==> src/rtl/fir_frame_sequencer.sv <==
// Row/frame sequencer wrapping a free-running 12-bit FIR: feeds pixels, inserts per-row zero
// flush samples, and realigns the FIR output through a tag pipe so only real pixels are emitted.
module fir_frame_sequencer #(
   parameter int unsigned IMG_W   = 512,
   parameter int unsigned IMG_H   = 512,
   parameter int unsigned FLUSH   = 7,
   parameter int unsigned FIR_LAT = 7
) (
   input  logic        clk,
   input  logic        Reset,
   input  logic        start,
   input  logic [7:0]  px_data,
   input  logic        px_valid,
   output logic        px_ready,
   output logic [11:0] X_in,
   input  logic [11:0] Y_out,
   output logic [11:0] out_data,
   output logic        out_valid,
   output logic        out_eol,
   output logic        out_eof,
   output logic        busy,
   output logic        done,
   output logic        err_underrun
);

   localparam int unsigned CW = (IMG_W > 1) ? $clog2(IMG_W) : 1;
   localparam int unsigned RW = (IMG_H > 1) ? $clog2(IMG_H) : 1;
   localparam int unsigned FW = (FLUSH > 1) ? $clog2(FLUSH) : 1;

   localparam logic [CW-1:0] COL_LAST  = CW'(IMG_W - 1);
   localparam logic [RW-1:0] ROW_LAST  = RW'(IMG_H - 1);
   localparam logic [FW-1:0] FCNT_LAST = FW'(FLUSH - 1);

   typedef enum logic [1:0] {StIdle, StFeed, StFlush, StDrain} state_t;

   typedef struct packed {
      logic v;
      logic eol;
      logic eof;
   } tag_t;

   state_t        state;
   logic [CW-1:0] col;
   logic [RW-1:0] row;
   logic [FW-1:0] fcnt;
   logic          eof_seen;
   tag_t          tags [FIR_LAT+1];

   logic          last_col;
   logic          last_row;

   assign last_col = (col == COL_LAST);
   assign last_row = (row == ROW_LAST);

   always_ff @(posedge clk) begin
      if (Reset) begin
         state        <= StIdle;
         col          <= '0;
         row          <= '0;
         fcnt         <= '0;
         eof_seen     <= 1'b0;
         X_in         <= '0;
         out_data     <= '0;
         out_valid    <= 1'b0;
         out_eol      <= 1'b0;
         out_eof      <= 1'b0;
         px_ready     <= 1'b0;
         busy         <= 1'b0;
         done         <= 1'b0;
         err_underrun <= 1'b0;
         for (int k = 0; k <= FIR_LAT; k++) begin
            tags[k] <= '0;
         end
      end else begin
         done <= 1'b0;

         // Tag at the last stage lines up with the FIR output for the same sample.
         if (tags[FIR_LAT].v) begin
            out_data  <= Y_out;
            out_valid <= 1'b1;
            out_eol   <= tags[FIR_LAT].eol;
            out_eof   <= tags[FIR_LAT].eof;
            if (tags[FIR_LAT].eof) begin
               eof_seen <= 1'b1;
            end
         end else begin
            out_valid <= 1'b0;
            out_eol   <= 1'b0;
            out_eof   <= 1'b0;
         end

         for (int k = 1; k <= FIR_LAT; k++) begin
            tags[k] <= tags[k-1];
         end
         tags[0] <= '0;
         X_in    <= '0;

         unique case (state)
            StIdle: begin
               if (start) begin
                  state        <= StFeed;
                  col          <= '0;
                  row          <= '0;
                  fcnt         <= '0;
                  eof_seen     <= 1'b0;
                  err_underrun <= 1'b0;
                  px_ready     <= 1'b1;
                  busy         <= 1'b1;
               end
            end

            StFeed: begin
               if (px_valid) begin
                  X_in    <= {4'b0, px_data};
                  tags[0] <= '{v: 1'b1, eol: last_col, eof: last_col && last_row};
                  if (last_col) begin
                     col      <= '0;
                     fcnt     <= '0;
                     state    <= StFlush;
                     px_ready <= 1'b0;
                  end else begin
                     col <= col + 1'b1;
                  end
               end else begin
                  err_underrun <= 1'b1;
               end
            end

            StFlush: begin
               fcnt <= fcnt + 1'b1;
               if (fcnt == FCNT_LAST) begin
                  fcnt <= '0;
                  if (last_row) begin
                     state <= StDrain;
                  end else begin
                     row      <= row + 1'b1;
                     state    <= StFeed;
                     px_ready <= 1'b1;
                  end
               end
            end

            StDrain: begin
               // eof_seen is sticky, so a long flush that outlasts the pipe still terminates.
               if (done) begin
                  state <= StIdle;
                  busy  <= 1'b0;
               end else if (eof_seen) begin
                  done <= 1'b1;
               end
            end

            default: begin
               state    <= StIdle;
               px_ready <= 1'b0;
               busy     <= 1'b0;
            end
         endcase
      end
   end

endmodule

==> config.mk <==
export PLATFORM = sky130hd
export DESIGN_NAME = fir_frame_sequencer
export DESIGN_NICKNAME = d
export VERILOG_FILES = /design/src/rtl/fir_frame_sequencer.sv
export SDC_FILE = /design/constraint.sdc
export NUM_CORES = 1
export LEC_CHECK = 0
export BUFFER_PORTS_ARGS = -buffer_cell sky130_fd_sc_hd__buf_2
export CORE_UTILIZATION = 40
export DETAILED_ROUTE_END_ITERATION = 16
export PLACE_DENSITY = 0.63
export REMOVE_ABC_BUFFERS = 1
export SLEW_MARGIN = 20
export SYNTH_ARGS = -nofsm -noshare
export SYNTH_HDL_FRONTEND = slang
export SYNTH_SLANG_ARGS = --single-unit
==> constraint.sdc <==
create_clock -name clk -period 2.6 [get_ports clk]
set_input_delay 0.65 -clock clk [delete_from_list [all_inputs] [get_ports clk]]
set_output_delay 0.65 -clock clk [all_outputs]
set_load 0.03 [all_outputs]
==> flow_summary.yaml, run 1 <==
place:
  dp_hpwl_um: 3095
  gp_congestion: 0.7329
  placed_cells: 394
  portBuffers: 50
global_routing:
  grt_pass1_vias: 1808
  antenna_found_initial: 0
  grt_pass1_wl_um: 7983
  grt_start_max_net_pins: 27
  grt_usage_pct: 14.19
  overflow: 0
critical_path:
  end_kind: "register"
  crit_slowest_cell: "a221o_1"
  cp_cell_sequence: "ha_1 > nand3_1 > nor2_1 > ha_1 > nand2b_1 > a221o_1 > or4_1 > a21oi_1"
  crit_arrival_ns: 2.57
  cpPeakStageDelay_ns: 0.51
  cp_num_buf_inv: 0
  crit_fanout: 16
  cp_common_cell: "ha_1"
  crit_required_ns: 2.87
  worst_path_dominant_cell_family: "simple AND/OR/NAND/NOR gates"
  critical_path_class: "register to register"
  cp-start-kind: "register"
cts:
  postCtsSetupBuffers: 0
  clock-sinks: 75
  clk_path_buf_depth: 2
  root_buffer: "clkbuf_8"
  cts_tree: "yes"
  clk_pin_slew_ns: 0.07
  clkLatencyLatePin_ns: 0.34
  htree_num_levels: 3
  cts_hold_buf: 0
  cts_made_buffers: 9
  ctsResizeCount: 0
timing:
  slew_viol_final: 0
  setup-violations-final: 0
  fin_tns_setup_ns: 0
  worst_pin_slew_ns: 0.9370
  fin_crit_ns: 2.301
  finalCritPeriodShare_pct: 88.49
  relSlewSlack_pct: 37.05
  max_freq_ghz: 0.4346
  fin_worst_skew_ns: 0.005263
  finalHoldViolations: 0
  grt_setup_unrepaired: "no"
  whs_ns: 0.4357
power:
  clockPowerShare_pct: 42.1
  intPower_mw: 1.794
  p_leak_nw: 1.357
  sw_frac_of_total_pct: 23.46
  power.switching_mw: 0.5499
  power_density_nw_per_um2: 722.6
  p_total_mw: 2.344
  vdd_drop_max_mv: 0.4560
  pwr-share-comb_pct: 7.1
  pwr-share-seq_pct: 50.8
synth:
  synth_top_area_cell: "dfxtp_1"
  avgSynthCellArea_um2: 9.800
  synth_top_cell_area_share_pct: 54.72
  synthArstFlopShare_pct: 0
  synth_flop_cell: "dfxtp_1"
  synthesis.instances: 280
  ys_warn_count: 0
  yosysMostFrequentCell: "dfxtp_1"
  ys_top_cells_by_count: "dfxtp_1 (75), nor2_1 (30), nor2b_1 (23)"
  synth_area_leaders: "dfxtp_1 (55%), nor2b_1 (5.2%), mux2i_1 (5.1%), nor2_1 (4.1%), a21oi_1 (3.3%)"
  ys_ff_latch: 75
  netlist_area_um2: 2744
  ys_types: 39
  yosysSeqAreaShare_pct: 54.72
  synth_edf_count: 0
layout:
  drive_above_1_share_pct: 21.08
  num-fill-cells: 616
  antenna_cells: 0
  final_cell_count_no_fill: 409
  fin_util_pct: 49.95
  syn_to_final_growth_pct: 18.24
  layout.nets: 356
drt:
  drtPass1Iterations: 11
  vias: 1987
  drc: 6
  wirelength_um: 4690
  via_per_inst: 4.858
  drt_iter0_drc: 64
  avgRoutedWirePerCell_um: 11.47
  ant_nets: 0
die:
  fp.coreArea_um2: 6495
  start_util_pct: 42.25
  io_pins: 55
  num_rows: 29
  dieArea_um2: 7195
  die_h_um: 84.83
  die_w_um: 84.83
worst_hold_path:
  hold_path_class: "register to register"
job:
  max_cap_viol_count: 0
outcome:
  violations: "DRC"
  status: "complete, but fails checks"
## through the flow
stage / area (um2) / setup WS (ns)
final: 3244 / 0.2992
after floorplan: 2651 / 0.5277
after CTS: 3244 / 0.2973
after global placement: 3020 / 0.4231
after detailed placement: 3020 / 0.3164
after global routing: 3244 / 0.1475
## cells in the final DEF (no fill, tap or decap), types with 4 or more instances in the layout
cell type / count
nor3_1: 5
or3_1: 5
nand2_1: 12
nor2b_1: 23
nand2b_1: 5
clkbuf_8: 10
o21ai_0: 8
nand3_1: 9
xnor2_1: 7
and2_1: 11
nor2_1: 30
dfxtp_1: 75
buf_2: 50
o21a_1: 4
mux2i_1: 14
a21oi_1: 18
ha_1: 4
conb_1: 4
## state kept, by name, indices dropped and copies added (netlist names)
name          count
X_in              8
busy              1
col               9
done              1
eof_seen          1
err_underrun      1
fcnt              3
out_data         12
out_eof           1
out_eol           1
out_valid         1
px_ready          1
row               9
state             2
tags             24
## final timing paths
path	from	endpoint	slack, ns	cells past startpoint
hold / removal	tags[1][10]$_SDFF_PP0_	out_eol$_SDFF_PP0_	0.44	1
setup / recovery	row[0]$_SDFFE_PP0P_	row[5]$_SDFFE_PP0P_	0.30	8
hold reg to reg	tags[1][10]$_SDFF_PP0_	out_eol$_SDFF_PP0_	0.44	1
setup reg to reg	row[0]$_SDFFE_PP0P_	row[5]$_SDFFE_PP0P_	0.30	8
## layer usage
metal / wire (um) / vias to the layer above / share of wire [%] / track usage [%]
met5: 0 / - / 0 / 0
met4: 70 / 0 / 1.5 / 6.471
met3: 282 / 8 / 6.0 / 5.739
met2: 2005 / 60 / 43 / 22.39
met1: 2332 / 887 / 50 / 17.05
li1: - / 1032 / - / -
## power groups by stage
stage                     Sequential (mW)  Combinational (mW)  Clock [mW]
after global routing                 1.19               0.184        1.08
final                                1.19               0.166       0.988
after CTS                            1.19               0.168        1.01
after global placement               1.22               0.164           0
after floorplan                      1.23              0.0821           0
after detailed placement             1.22               0.168           0
## final cells by class
| type | instances | area [um2] | share of cell area [%] |
|---|---|---|---|
| Sequential cell | 75 | 1501 | 46.28 |
| Multi-Input combinational cell | 186 | 1139 | 35.09 |
| Timing Repair Buffer | 53 | 272.8 | 8.407 |
| Clock buffer | 10 | 137.6 | 4.242 |
| Tap cell | 77 | 96.34 | 2.970 |
| Clock inverter | 5 | 86.33 | 2.661 |
| Inverter | 3 | 11.26 | 0.3471 |
## kinds of logic (layout without fill, tap and decap cells)
kind of cell / after synthesis / after routing / synth area share (%)
AOI/OAI and AO/OA: 42 / 42 / 9.166
xor gates and xnor gates: 7 / 7 / 2.234
adders and majority gates: 4 / 4 / 1.824
buffers and inverters: 22 / 71 / 4.195
DFF: 75 / 75 / 54.72
muxes: 14 / 14 / 5.107
other: 1 / 4 / 0.1367
and+or+nand+nor: 115 / 115 / 22.62
Note: power is estimated with default switching activity, not from simulation.
==> run 2, diff against run 1 <==
--- a/config.mk
+++ b/config.mk
@@ -5,10 +5,10 @@
 export SDC_FILE = /design/constraint.sdc
 export NUM_CORES = 1
 export LEC_CHECK = 0
-export BUFFER_PORTS_ARGS = -buffer_cell sky130_fd_sc_hd__buf_2
 export CORE_UTILIZATION = 40
 export DETAILED_ROUTE_END_ITERATION = 16
-export PLACE_DENSITY = 0.63
+export DONT_BUFFER_PORTS = 1
+export PLACE_DENSITY = 0.56
 export REMOVE_ABC_BUFFERS = 1
 export SLEW_MARGIN = 20
 export SYNTH_ARGS = -nofsm -noshare
==> flow_summary.yaml, run 2 (synthesis results as in run 1) <==
die:
  io_pins: 55
  die_w_um: 84.83
  start_util_pct: 42.25
  die_h_um: 84.83
  fp.coreArea_um2: 6495
  num_rows: 29
  dieArea_um2: 7195
worst_hold_path:
  hold_path_class: "input pin to register"
  holdCritStartpoint: "Reset"
  worstHoldPathCells: 1
  hold_path_end: "out_data[1]$_SDFFE_PP0P_"
place:
  dp_hpwl_um: 2833
  placed_area_um2: 2770
  portBuffers: 0
  gp_congestion: 0.7591
layout:
  syn_to_final_growth_pct: 8.846
  final_common_cell: "dfxtp_1"
  antenna_cells: 0
  top_regs: "tags (24), out_data (12)"
  largest_reg_flops: 24
  stdcell_area_um2: 2987
  final_cell_mix: "dfxtp_1 (75), nor2_1 (30), nor2b_1 (23)"
  layout.nets: 306
  drive_above_1_share_pct: 6.714
  registers.top_by_ff_count: "tags"
cts:
  htree_num_levels: 3
  clock-sinks: 75
  ctsResizeCount: 0
  clk_pin_slew_ns: 0.08
  root_buffer: "clkbuf_8"
  clk_path_buf_depth: 2
  cts_hold_buf: 0
  cts_tree: "yes"
  cts_made_buffers: 9
  clkLatencyLatePin_ns: 0.35
  postCtsSetupBuffers: 0
global_routing:
  grt_start_max_net_pins: 51
  grt_pass1_vias: 1677
  grt_pass1_wl_um: 7541
  grt_usage_pct: 13.54
  antenna_found_initial: 0
  overflow: 0
critical_path:
  reg2reg_to: "row[7]$_SDFFE_PP0P_"
  cp_cell_sequence: "ha_1 > nand3_1 > nor2_1 > ha_1 > nand2b_1 > a221o_1 > or4_1 > a21oi_1"
  crit_slowest_cell: "a221o_1"
  reg2reg_from: "row[0]$_SDFFE_PP0P_"
  cp-start-kind: "register"
  cpPeakStageDelay_ns: 0.49
  cp_common_cell: "ha_1"
  crit_required_ns: 2.88
  regToRegSetupSlack_ns: 0.36
  reg2reg_depth: 8
  end_kind: "register"
  crit_fanout: 16
  critical_path_class: "register to register"
  crit_arrival_ns: 2.53
drt:
  drt_iter0_drc: 61
  via_per_inst: 5.003
  avgRoutedWirePerCell_um: 12.50
  wirelength_um: 4499
  vias: 1801
  ant_nets: 0
  drc: 5
  drtPass1Iterations: 10
power:
  intPower_mw: 1.759
  clockPowerShare_pct: 42.5
  power.switching_mw: 0.5416
  pwr-share-seq_pct: 52.1
  vdd_drop_max_mv: 0.4026
  power_density_nw_per_um2: 770.2
  pwr-share-comb_pct: 5.3
  p_leak_nw: 1.110
  p_total_mw: 2.300
  sw_frac_of_total_pct: 23.55
job:
  max_cap_viol_count: 0
timing:
  finalCritPeriodShare_pct: 86.33
  fin_crit_ns: 2.245
  slew_viol_final: 0
  setup-violations-final: 0
  fin_worst_skew_ns: 0.008283
  finalHoldViolations: 0
  fin_tns_setup_ns: 0
  worst_pin_slew_ns: 0.7246
  grt_setup_unrepaired: "no"
  relSlewSlack_pct: 50.31
  max_freq_ghz: 0.4455
outcome:
  violations: "DRC"
  status: "complete, but fails checks"
run 2: changes by cell type in the layout (fill, tap and decap cells not counted):
cell | previous run | this run
buf_2 | 50 | 0
clkinv_4 | 2 | 0
clkinvlp_4 | 0 | 1
clkbuf_8 | 10 | 9
clkbuf_1 | 0 | 2
inv_6 | 1 | 2
run 2: power by group through the flow:
stage	combinational (mW)	clock (mW)	sequential, mW
6_report	0.123	0.978	1.20
5_1_grt	0.140	1.05	1.20
4_1_cts	0.123	1.01	1.20
3_5_place_dp	0.124	0	1.23
3_3_place_gp	0.122	0	1.23
2_1_floorplan	0.0821	0	1.23
run 2: critical path, delay by kind of cell (launching register included):
kind / cells / cell delay, ns
flip-flops: 1 / 0.34
AND/OR/NAND/NOR: 4 / 0.76
AO/OA/AOI/OAI: 2 / 0.63
adder cells (fa/ha/maj): 2 / 0.45
run 2: cell type report:
| type | instances | area [um2] |
|---|---|---|
| multi-input combinational | 186 | 1139 |
| tap | 77 | 96.34 |
| sequential | 75 | 1501 |
| clock buffer | 11 | 131.4 |
| timing repair buffer | 3 | 22.52 |
| inverter | 3 | 11.26 |
| clock inverter | 5 | 85.08 |
| fill | 616 | 3508 |
run 2: per-stage QoR:
step | setup WS [ns] | instances | util, % | hold slack, ns
after global routing | 0.1351 | 360 | 45.98 | 0.3546
after floorplan | 0.5277 | 264 | - | 0.4057
after global placement | 0.4403 | 344 | 42.65 | 0.4113
after CTS | 0.3611 | 360 | 45.98 | 0.3498
after detailed placement | 0.3698 | 344 | 42.65 | 0.4139
final | 0.3553 | 360 | 45.98 | 0.3636
run 2: worst max path at each step:
stage / startpoint / end / cells after the start
2_1_floorplan: row[0]$_SDFFE_PP0P_ / row[5]$_SDFFE_PP0P_ / 8
3_3_place_gp: row[0]$_SDFFE_PP0P_ / row[7]$_SDFFE_PP0P_ / 8
3_5_place_dp: row[0]$_SDFFE_PP0P_ / row[5]$_SDFFE_PP0P_ / 8
4_1_cts: row[0]$_SDFFE_PP0P_ / row[7]$_SDFFE_PP0P_ / 8
5_1_grt: row[0]$_SDFFE_PP0P_ / row[7]$_SDFFE_PP0P_ / 8
6_report: row[0]$_SDFFE_PP0P_ / row[7]$_SDFFE_PP0P_ / 8
run 2: routing by layer:
| layer | part of all wire, % | GRT usage (%) | up-vias |
|---|---|---|---|
| li1 | - | - | 935 |
| met1 | 48 | 16.46 | 800 |
| met2 | 42 | 20.47 | 55 |
| met3 | 7.9 | 4.669 | 11 |
| met4 | 2.6 | 8.783 | 0 |
| met5 | 0 | 0 | - |
